<file path="src/rtl/acc_seq_pkg.sv">
// acc_seq_pkg: state encoding, shift codes and op codes for the accumulator sequencer
package acc_seq_pkg;

    typedef enum logic [3:0] {
        S_IDLE,
        S_M_CLR,
        S_M_ADD,
        S_M_SHR,
        S_D_SHL,
        S_D_TRY,
        S_D_FIN,
        S_DZ,
        S_DONE
    } state_t;

    localparam logic [1:0] SH_HOLD  = 2'b00;
    localparam logic [1:0] SH_RIGHT = 2'b01;
    localparam logic [1:0] SH_LEFT  = 2'b10;
    localparam logic [1:0] SH_LOAD  = 2'b11;

    localparam logic OP_MUL = 1'b0;
    localparam logic OP_DIV = 1'b1;

endpackage

</file>
<file path="src/rtl/acc_seq.sv">
// acc_seq: sequencer driving the AH/AL accumulator pair for shift-add multiply and restoring divide
module acc_seq
    import acc_seq_pkg::*;
#(
    parameter int N_BITS = 4,
    parameter int CNT_W  = 2
) (
    input  logic       clk,
    input  logic       clr,
    input  logic       start,
    input  logic       op,
    input  logic       b_zero,
    input  logic       al_lsb,
    input  logic       ah_msb,
    input  logic       alu_cout,
    output logic       acc_en,
    output logic [1:0] acc_hs,
    output logic [1:0] acc_ls,
    output logic       acc_ah_reset,
    output logic       acc_carry,
    output logic       alu_sub,
    output logic       busy,
    output logic       done,
    output logic       dz_err
);

    state_t             state_q, state_d;
    logic [CNT_W-1:0]   cnt_q, cnt_d;
    logic               cflag_q, cflag_d;
    logic               q_q, q_d;
    logic               ovf_q, ovf_d;
    logic               dz_q, dz_d;
    logic               last;

    assign last = (cnt_q == CNT_W'(N_BITS - 1));

    // State register plus iteration counter and flags
    always_ff @(posedge clk) begin
        if (clr) begin
            state_q <= S_IDLE;
            cnt_q   <= '0;
            cflag_q <= 1'b0;
            q_q     <= 1'b0;
            ovf_q   <= 1'b0;
            dz_q    <= 1'b0;
        end else begin
            state_q <= state_d;
            cnt_q   <= cnt_d;
            cflag_q <= cflag_d;
            q_q     <= q_d;
            ovf_q   <= ovf_d;
            dz_q    <= dz_d;
        end
    end

    // Next state, counter advance and flag capture
    always_comb begin
        state_d = state_q;
        cnt_d   = cnt_q;
        cflag_d = cflag_q;
        q_d     = q_q;
        ovf_d   = ovf_q;
        dz_d    = dz_q;
        case (state_q)
            S_IDLE: begin
                if (start) begin
                    cnt_d   = '0;
                    cflag_d = 1'b0;
                    q_d     = 1'b0;
                    ovf_d   = 1'b0;
                    dz_d    = 1'b0;
                    state_d = (op == OP_MUL) ? S_M_CLR : (b_zero ? S_DZ : S_D_SHL);
                end
            end
            S_M_CLR: state_d = S_M_ADD;
            S_M_ADD: begin
                cflag_d = al_lsb & alu_cout;
                state_d = S_M_SHR;
            end
            S_M_SHR: begin
                state_d = last ? S_DONE : S_M_ADD;
                cnt_d   = last ? cnt_q : cnt_q + CNT_W'(1);
            end
            S_D_SHL: begin
                ovf_d   = ah_msb;
                state_d = S_D_TRY;
            end
            S_D_TRY: begin
                q_d     = ovf_q | alu_cout;
                state_d = last ? S_D_FIN : S_D_SHL;
                cnt_d   = last ? cnt_q : cnt_q + CNT_W'(1);
            end
            S_D_FIN: state_d = S_DONE;
            S_DZ: begin
                dz_d    = 1'b1;
                state_d = S_DONE;
            end
            S_DONE:  state_d = S_IDLE;
            default: state_d = S_IDLE;
        endcase
    end

    // Accumulator and ALU controls decoded from state and datapath feedback
    always_comb begin
        acc_en       = 1'b0;
        acc_hs       = SH_HOLD;
        acc_ls       = SH_HOLD;
        acc_ah_reset = 1'b0;
        acc_carry    = 1'b0;
        alu_sub      = 1'b0;
        busy         = (state_q != S_IDLE) && (state_q != S_DONE);
        done         = (state_q == S_DONE);
        dz_err       = dz_q;
        case (state_q)
            S_M_CLR: acc_ah_reset = 1'b1;
            S_M_ADD: begin
                acc_en = 1'b1;
                acc_hs = al_lsb ? SH_LOAD : SH_HOLD;
            end
            S_M_SHR: begin
                acc_en    = 1'b1;
                acc_hs    = SH_RIGHT;
                acc_ls    = SH_RIGHT;
                acc_carry = cflag_q;
            end
            S_D_SHL: begin
                acc_en    = 1'b1;
                acc_hs    = SH_LEFT;
                acc_ls    = SH_LEFT;
                acc_carry = q_q;
            end
            S_D_TRY: begin
                acc_en  = 1'b1;
                alu_sub = 1'b1;
                acc_hs  = (ovf_q | alu_cout) ? SH_LOAD : SH_HOLD;
            end
            S_D_FIN: begin
                acc_ls    = SH_LEFT;
                acc_carry = q_q;
            end
            default: ;
        endcase
    end

endmodule
</file>
<file path="config.mk">
export PLATFORM = sky130hd
export DESIGN_NAME = acc_seq
export DESIGN_NICKNAME = d
export VERILOG_FILES = /design/src/rtl/acc_seq_pkg.sv /design/src/rtl/acc_seq.sv
export SDC_FILE = /design/constraint.sdc
export NUM_CORES = 1
export LEC_CHECK = 0
export ABC_CLOCK_PERIOD_IN_PS = 3350
export BUFFER_PORTS_ARGS = -buffer_cell sky130_fd_sc_hd__buf_2
export CELL_PAD_IN_SITES_DETAIL_PLACEMENT = 0
export CELL_PAD_IN_SITES_GLOBAL_PLACEMENT = 2
export CORE_MARGIN = 3
export CORE_UTILIZATION = 29
export CTS_CLUSTER_DIAMETER = 40
export DETAILED_ROUTE_END_ITERATION = 10
export GPL_TIMING_DRIVEN = 1
export HOLD_SLACK_MARGIN = 0.1
export MAX_ROUTING_LAYER = met4
export PLACE_DENSITY = 0.81
export SYNTH_ARGS = -nofsm -noshare
export SYNTH_HDL_FRONTEND = slang
export SYNTH_SLANG_ARGS = --single-unit
</file>
<file path="constraint.sdc">
create_clock -name clk -period 3.35 [get_ports clk]
set_clock_uncertainty 0.15 [all_clocks]
set_input_delay 0.67 -clock clk [delete_from_list [all_inputs] [get_ports clk]]
set_output_delay 0.67 -clock clk [all_outputs]
set_load 0.1 [all_outputs]
</file>
## After elaboration in Yosys (flattened, before gate mapping)

Cells that the tools add are included.

| cells by class | value |
|---|---|
| $add $sub $neg | 1 |
| equal/unequal tests | 12 |
| muxes and demuxes | 22 |
| bitwise operators | 2 |
| reductions and logical operators | 17 |

Operators by type and width:

| kind | count |
|---|---|
| case mux 4 bit (7 select lines) | 1 |
| == test 4 x 3 -> 1 bit, second input constant | 4 |
| two-way mux 2 bit | 6 |
| case mux 1 bit (2 select lines) | 5 |
| nonzero test 2 bit | 5 |
| == test 4 x 2 -> 1 bit, second input constant | 2 |
| two-way mux 4 bit | 2 |
| case mux 2 bit (2 select lines) | 2 |
| case mux 2 bit (4 select lines) | 1 |
| AND reduction 2 bit | 4 |
| OR reduction 2 bit | 3 |
| == test 4 x 1 -> 1 bit, second input constant | 1 |
| == test 4 bit, second input constant | 1 |
| logical NOT 4 bit | 1 |
| two-way mux 1 bit | 4 |
| != test 2 bit, second input constant | 2 |
| != test 4 bit, second input constant | 1 |
| nonzero test 4 bit | 1 |
| OR reduction 4 bit | 1 |
| two-way mux 3 bit | 1 |
| AND reduction 3 bit | 1 |
| adder 2 x 1 -> 2 bit, second input constant | 1 |
| == test 2 bit, second input constant | 1 |
| AND 1 bit | 1 |
| 2 further kinds | 2 |

| word-level totals | value |
|---|---|
| flip-flop bits (word level) | 10 |

## Logic depth before layout (Yosys ltp)

Gate-level depths: netlist (run 1).

| depth | value |
|---|---|
| depth in word-level cells | 4 |
| gate-level depth with buffers | 5 |
| mapped depth without buffers | 5 |

## Least setup slack after synthesis (run 1)

Ideal clock, no wire load.

| timing | value |
|---|---|
| kind | register to output |
| start point | register state_q[0] |
| end point | output port acc_hs[0] |
| arrival | 4.160 ns |
| required time | 2.530 ns |
| path slack | -1.630 ns |
| stages on the path, launching flop included | 6 |
| path buffers | 1 |
| cell sequence | dfxtp_1 buf_2 nand2_1 nor3_1 o21ai_1 o21ai_1 |

| on the way | value |
|---|---|
| longest elaborated chain between the ends | 2 |

RTL lines:

| what | line | source |
|---|---|---|
| start: declaration | acc_seq.sv:27 | `state_t state_q, state_d;` |
| start signal: assignment | acc_seq.sv:47 | `state_q <= state_d;` |
| == test 4 x 3 -> 1 bit / == test 4 x 2 -> 1 bit (equally long branches) | acc_seq.sv:114 | `case (state_q)` |
| case mux 2 bit (4 select lines) (*) | acc_seq.sv:114 |  |
| end: declaration | acc_seq.sv:17 | `output logic [1:0] acc_hs,` |

Every way passes the cells marked *; elsewhere a longest branch is shown, timed or not.

## Final worst setup path (run 1)

| timing | value |
|---|---|
| start point | register state_q[2] |
| end point | output port acc_hs[1] |

The elaborated chain is that of the path after synthesis.

==> impl_metrics.json, run 1 <==
{
  "status": "complete, no violations",
  "power.net_switching_w": 0.000414,
  "critPathRequiredTime_ns": 2.53,
  "cts_sinks": 10,
  "synth_edf_count": 0,
  "antenna_cells": 0,
  "initial_core_util": 0.317,
  "power_density_nw_per_um2": 882,
  "synthTopCellsByArea": "dfxtp_1 31%, a21oi_1 7.0%, nand2b_1 5.9%",
  "vias": 662,
  "wl_mm": 1.65,
  "ff2ff_setup_slack_ns": 1.53,
  "slew_viol_final": 0,
  "vdd_drop_max_mv": 0.441,
  "clock_path_buffers": 2,
  "grt_util_all_layers": 0.136,
  "synth_top_cell_by_area": "dfxtp_1",
  "die_area_um2": 2810,
  "switching_share": 0.582,
  "hold_path.class": "reg2reg",
  "wl_per_cell_um": 12.8,
  "antenna_found_initial": 0,
  "die_h_um": 53,
  "syn_nets": 93,
  "placed_area_um2": 771,
  "maxCapViolCount": 0,
  "place_congestion": 0.744,
  "holdBufCountCts": 0,
  "syn_area_um2": 641,
  "power_frac_clock": 0.153,
  "p_leak_nw": 0.350,
  "fp-row-count": 16,
  "fmax_ghz": 0.347,
  "firstDrtPassIters": 4,
  "rsz0062_at_grt": "false",
  "post_cts_buffers": 0,
  "io_pins": 19,
  "final_layout_size_suffix_gt1_frac": 0.294,
  "io_buffers": 18,
  "grt-ovfl-total": 0,
  "syn2layout_area_growth_pct": 26.0,
  "vias_per_cell": 5.13,
  "synth-main-ff-cell": "dfxtp_1",
  "whs_ns": 0.308,
  "cts_resized": 0,
  "p_int_w": 0.000298,
  "cts_tree": "built",
  "clk_latency_ns": 0.26,
  "grt_pass1_vias": 607,
  "hold_viol": 0,
  "synth-seq-cells": 10,
  "cp_max_fo": 17,
  "fin_ws_ns": 0.470,
  "slew_headroom": 0.538,
  "pre_cts_slack_ns": 0.788,
  "ys_seq_area_frac": 0.313,
  "synth_cells": 84,
  "crit_arrival_ns": 2.06,
  "final_common_cell": "buf_2",
  "grt_max_degree": 18,
  "setup_viol": 0,
  "drcViolationCount": 0,
  "worstSetupPathType": "reg2out",
  "synth_top_area_frac": 0.313,
  "syn-mean-instance-area_um2": 7.63,
  "post-dp-hpwl_mm": 1.20,
  "min_period_ns": 2.88,
  "power_frac_comb": 0.587,
  "clock-root-buffer": "clkbuf_4",
  "tightest_slew_ns": 0.692,
  "design_area_um2": 807,
  "cp-end-kind": "output port",
  "htree_levels": 1,
  "ys_types": 30,
  "layout_common_cells": "18 x buf_2, 10 x dfxtp_1, 9 x nor2_1, 9 x a21oi_1, 6 x nand2b_1",
  "sequentialPowerShare": 0.260,
  "clk_pin_slew_ns": 0.07,
  "ant_nets": 0,
  "async_flop_share": 0,
  "drt_iter0_markers": 9,
  "startpoint_type": "register",
  "grt_pass1_wl_mm": 2.73,
  "coreArea_um2": 2020,
  "die_width_um": 53,
  "fin_nets": 112,
  "ys.warnings.count": 0,
  "numCtsBuffers": 3,
  "fin_crit_sh": 0.860
}
-- cell usage after synthesis, types with 2 or more instances --
master / n
nand4b_1: 2
clkbuf_1: 3
nand2b_4: 2
o21ai_0: 2
nand3_1: 4
a21oi_1: 9
mux2i_1: 2
nor4_1: 2
a211o_1: 2
inv_1: 2
nor2_1: 10
o21ai_1: 5
or4b_1: 2
nand2b_1: 6
nor3_1: 3
nand2_1: 5
dfxtp_1: 10
-- metal layers --
| metal | global-route usage | up-vias | wire (um) |
|---|---|---|---|
| met5 | - | - | 0 |
| met4 | 0.0638 | 0 | 26 |
| met3 | 0.0197 | 4 | 73 |
| met2 | 0.219 | 16 | 717 |
| met1 | 0.168 | 301 | 829 |
| li1 | - | 341 | - |
-- power groups by stage --
stage                     Combinational (W)  Clock, W  Sequential, W
after global placement             0.000422         0       0.000188
after detailed placement           0.000419         0       0.000187
after CTS                          0.000421  0.000112       0.000185
after global routing               0.000441  0.000119       0.000190
final                              0.000418  0.000109       0.000185
after floorplan                    0.000387         0       0.000156
-- stage by stage --
| stage | total power (W) | utilization | setup TNS [ns] | std cells |
|---|---|---|---|---|
| 4_1_cts | 0.000718 | 0.399 | 0 | 129 |
| 2_1_floorplan | 0.000543 | - | -0.157 | 84 |
| 6_report | 0.000712 | 0.399 | 0 | 129 |
| 3_3_place_gp | 0.000610 | 0.381 | 0 | 125 |
| 3_5_place_dp | 0.000606 | 0.381 | 0 | 125 |
| 5_1_grt | 0.000750 | 0.399 | 0 | 129 |
-- state kept, by name, summed over array words and instances, names as in the netlist --
signal	flops
q_q	1
cflag_q	1
state_q	4
cnt_q	2
dz_err	1
ovf_q	1
-- final timing paths --
check	start	end	depth (start not counted)
max reg2reg	state_q[1]	cnt_q[0]	4
min reg2reg	q_q	q_q	2
max	state_q[2]	acc_hs[1]	3
min	q_q	q_q	2
-- worst max-delay path: stages (launching register included) --
cell	delay (ns)
dfxtp_1	0.69
or4b_1	0.57
nand3_1	0.11
buf_2	0.42
-- logic make-up (layout without fill, tap and decap cells) --
group | count (synthesis) | count (layout) | synth area share
AO/OA/AOI/OAI | 22 | 22 | 0.213
adder cells (fa/ha/maj) | 1 | 1 | 0.0195
buffers and inverters | 8 | 26 | 0.0488
flip-flops | 10 | 10 | 0.312
multiplexers | 2 | 2 | 0.0313
AND/OR/NAND/NOR | 41 | 41 | 0.375
-- area by class of cell --
cell class | instances | area (um2)
flip-flops and latches | 10 | 200
inverters | 3 | 11.3
clock buffers | 4 | 36.3
fillers | 221 | 1210
multi-input cells | 66 | 428
repair buffers | 19 | 97.6
well taps | 27 | 33.8
(Power assumes the default switching activity.)
==> inputs of run 2 (changes only) <==
--- a/config.mk
+++ b/config.mk
@@ -5,18 +5,19 @@
 export SDC_FILE = /design/constraint.sdc
 export NUM_CORES = 1
 export LEC_CHECK = 0
+export ABC_AREA = 1
 export ABC_CLOCK_PERIOD_IN_PS = 3350
 export BUFFER_PORTS_ARGS = -buffer_cell sky130_fd_sc_hd__buf_2
 export CELL_PAD_IN_SITES_DETAIL_PLACEMENT = 0
 export CELL_PAD_IN_SITES_GLOBAL_PLACEMENT = 2
 export CORE_MARGIN = 3
-export CORE_UTILIZATION = 29
+export CORE_UTILIZATION = 27
 export CTS_CLUSTER_DIAMETER = 40
 export DETAILED_ROUTE_END_ITERATION = 10
 export GPL_TIMING_DRIVEN = 1
 export HOLD_SLACK_MARGIN = 0.1
 export MAX_ROUTING_LAYER = met4
-export PLACE_DENSITY = 0.81
+export PLACE_DENSITY = 0.8
 export SYNTH_ARGS = -nofsm -noshare
 export SYNTH_HDL_FRONTEND = slang
 export SYNTH_SLANG_ARGS = --single-unit
==> impl_metrics.json, run 2 <==
{
  "cp-end-kind": "output port",
  "synth_compound_area_frac": 0.105,
  "synth_cells": 92,
  "final_layout_size_suffix_gt1_frac": 0.363,
  "htree_levels": 1,
  "cp_max_fo": 5,
  "startpoint_type": "register",
  "antenna_found_initial": 0,
  "cts_sinks": 10,
  "r2r_end": "cnt_q[1]",
  "hold_depth": 2,
  "layout_common_cells": "19 x nand2_1, 18 x buf_2, 17 x inv_1",
  "clock-root-buffer": "clkbuf_4",
  "cts_tree": "built",
  "post_cts_buffers": 0,
  "slew_viol_final": 0,
  "grt_max_degree": 7,
  "die_width_um": 54.0,
  "synth_edf_count": 0,
  "syn_nets": 101,
  "synth_commonest_cells": "19 x nand2_1, 17 x inv_1, 10 x dfxtp_1",
  "fmax_ghz": 0.393,
  "seqCellArea_um2": 200,
  "syn2layout_area_growth_pct": 25.6,
  "hold_viol": 0,
  "cts_resized": 0,
  "synth_top_area_frac": 0.322,
  "rsz0062_at_grt": "false",
  "drcViolationCount": 0,
  "largest-register": "state_q",
  "synthTopCellsByArea": "dfxtp_1 32%, nand2_1 11%, inv_1 10%",
  "tightest_slew_ns": 0.489,
  "clk_pin_slew_ns": 0.07,
  "status": "complete, no violations",
  "crit_arrival_ns": 1.72,
  "antenna_cells": 0,
  "reg2reg_depth": 9,
  "async_flop_share": 0,
  "r2r-start": "state_q[0]",
  "hold_path.class": "reg2reg",
  "numCtsBuffers": 3,
  "initial_core_util": 0.302,
  "whs_endpoint": "dz_err",
  "grt_util_all_layers": 0.126,
  "drt_iter0_markers": 9,
  "yosys.area_share.simple": 0.431,
  "setup_viol": 0,
  "wl_per_cell_um": 10.8,
  "grt_pass1_vias": 579,
  "largest_register_ffs": 4,
  "pre_cts_slack_ns": 1.06,
  "place_congestion": 0.766,
  "fin_crit_sh": 0.759,
  "min_period_ns": 2.54,
  "holdBufCountCts": 0,
  "fin_nets": 124,
  "synth_top_cell_by_area": "dfxtp_1",
  "reg.largest.list": "state_q x4, cnt_q x2",
  "nFillCells": 228,
  "post-dp-hpwl_mm": 1.25,
  "slew_headroom": 0.676,
  "min-delay-start": "dz_err",
  "ff2ff_setup_slack_ns": 1.96,
  "io_pins": 19,
  "path_cells": "nor2_4 > nand3_2 > nor2_1 > inv_1 > nand3_1 > buf_2",
  "utilization": 0.379,
  "firstDrtPassIters": 4,
  "fin_ws_ns": 0.807,
  "worstSetupPathType": "reg2out",
  "vias_per_cell": 4.31,
  "syn-mean-instance-area_um2": 6.76,
  "grt_pass1_wl_mm": 2.50,
  "ys_seq_area_frac": 0.322,
  "die_h_um": 54.0,
  "syn_area_um2": 622,
  "synth_top_family_by_area": "simple AND/OR/NAND/NOR gates",
  "coreArea_um2": 2060,
  "grt-ovfl-total": 0,
  "vias": 604,
  "ys.warnings.count": 0,
  "maxCapViolCount": 0,
  "die_area_um2": 2910,
  "critPathRequiredTime_ns": 2.53,
  "synthMuxAreaShare": 0,
  "cp_slowest_stage_delay_ns": 0.42,
  "io_buffers": 18,
  "yosysMostFrequentCell": "nand2_1",
  "cp_slowest_cell": "buf_2",
  "clk_latency_ns": 0.27,
  "synth_adder_area_share": 0.0201,
  "multi_input_area_um2": 358,
  "clock_path_buffers": 2,
  "synth-main-ff-cell": "dfxtp_1",
  "synth-seq-cells": 10,
  "fp-row-count": 16,
  "synth_xor_area_frac": 0,
  "final_common_cell": "nand2_1",
  "ys_types": 22,
  "wl_mm": 1.51,
  "ant_nets": 0
}
run 2: cell types whose count changed after synthesis, moves of 3 or more:
cell,previous run,this run
inv_1,2,17
nand2_2,0,3
nand2_1,5,19
nor2_1,10,7
clkbuf_1,3,0
nand3_1,4,7
a21oi_1,9,4
nor2_2,0,4
nand2b_1,6,0
o21ai_1,5,1
nand3_2,0,3
run 2: per-layer routing:
layer  GRT usage  vias to the layer above  share of wire
li1            -                      333              -
met4      0.0747                        0          0.020
met5           -                        -              0
met3      0.0249                        4          0.042
met1       0.149                      254           0.46
met2       0.196                       13           0.48
run 2: area by class of cell:
class | count | area share
Clock buffer | 3 | 0.0288
Inverter | 20 | 0.0978
Multi-Input combinational cell | 62 | 0.458
Sequential cell | 10 | 0.256
Tap cell | 27 | 0.0433
Timing Repair Buffer | 18 | 0.115
run 2: kinds of logic (layout without fill, tap and decap cells):
group	after synthesis	in the layout
and+or+nand+nor	50	50
buffers and inverters	20	41
AOI/OAI and AO/OA	11	11
DFF	10	10
adders and majority gates	1	1
run 2: worst max-delay path by stage:
| stage | startpoint | endpoint | slack [ns] | cells past startpoint |
|---|---|---|---|---|
| 2_1_floorplan | state_q[2] | acc_carry | -0.08 | 3 |
| 6_report | state_q[3] | acc_hs[0] | 0.81 | 6 |
| 3_5_place_dp | al_lsb | acc_hs[1] | 1.06 | 6 |
| 3_3_place_gp | al_lsb | acc_hs[1] | 1.08 | 6 |
| 4_1_cts | state_q[0] | acc_hs[1] | 0.80 | 7 |
| 5_1_grt | state_q[3] | acc_hs[0] | 0.65 | 6 |
run 2: critical path, delay by kind of cell, from the launching register on:
kind	cells	cell delay [ns]
buffers and inverters	2	0.49
flip-flops	1	0.38
AND/OR/NAND/NOR	4	0.58
run 2: stage by stage:
stage / instances / setup TNS, ns / hold slack (ns) / cell area [um2]
finish: 140 / 0 / 0.313 / 781
global route: 140 / 0 / 0.346 / 781
detailed placement: 137 / 0 / 0.307 / 758
global placement: 137 / 0 / 0.296 / 758
floorplan: 92 / -0.0837 / 0.288 / 634
CTS: 140 / 0 / 0.317 / 781
Power of run 2 is left out: the tool's default activity adds up to more than one toggle a clock period on the data nets, which glitch-free logic cannot reach.
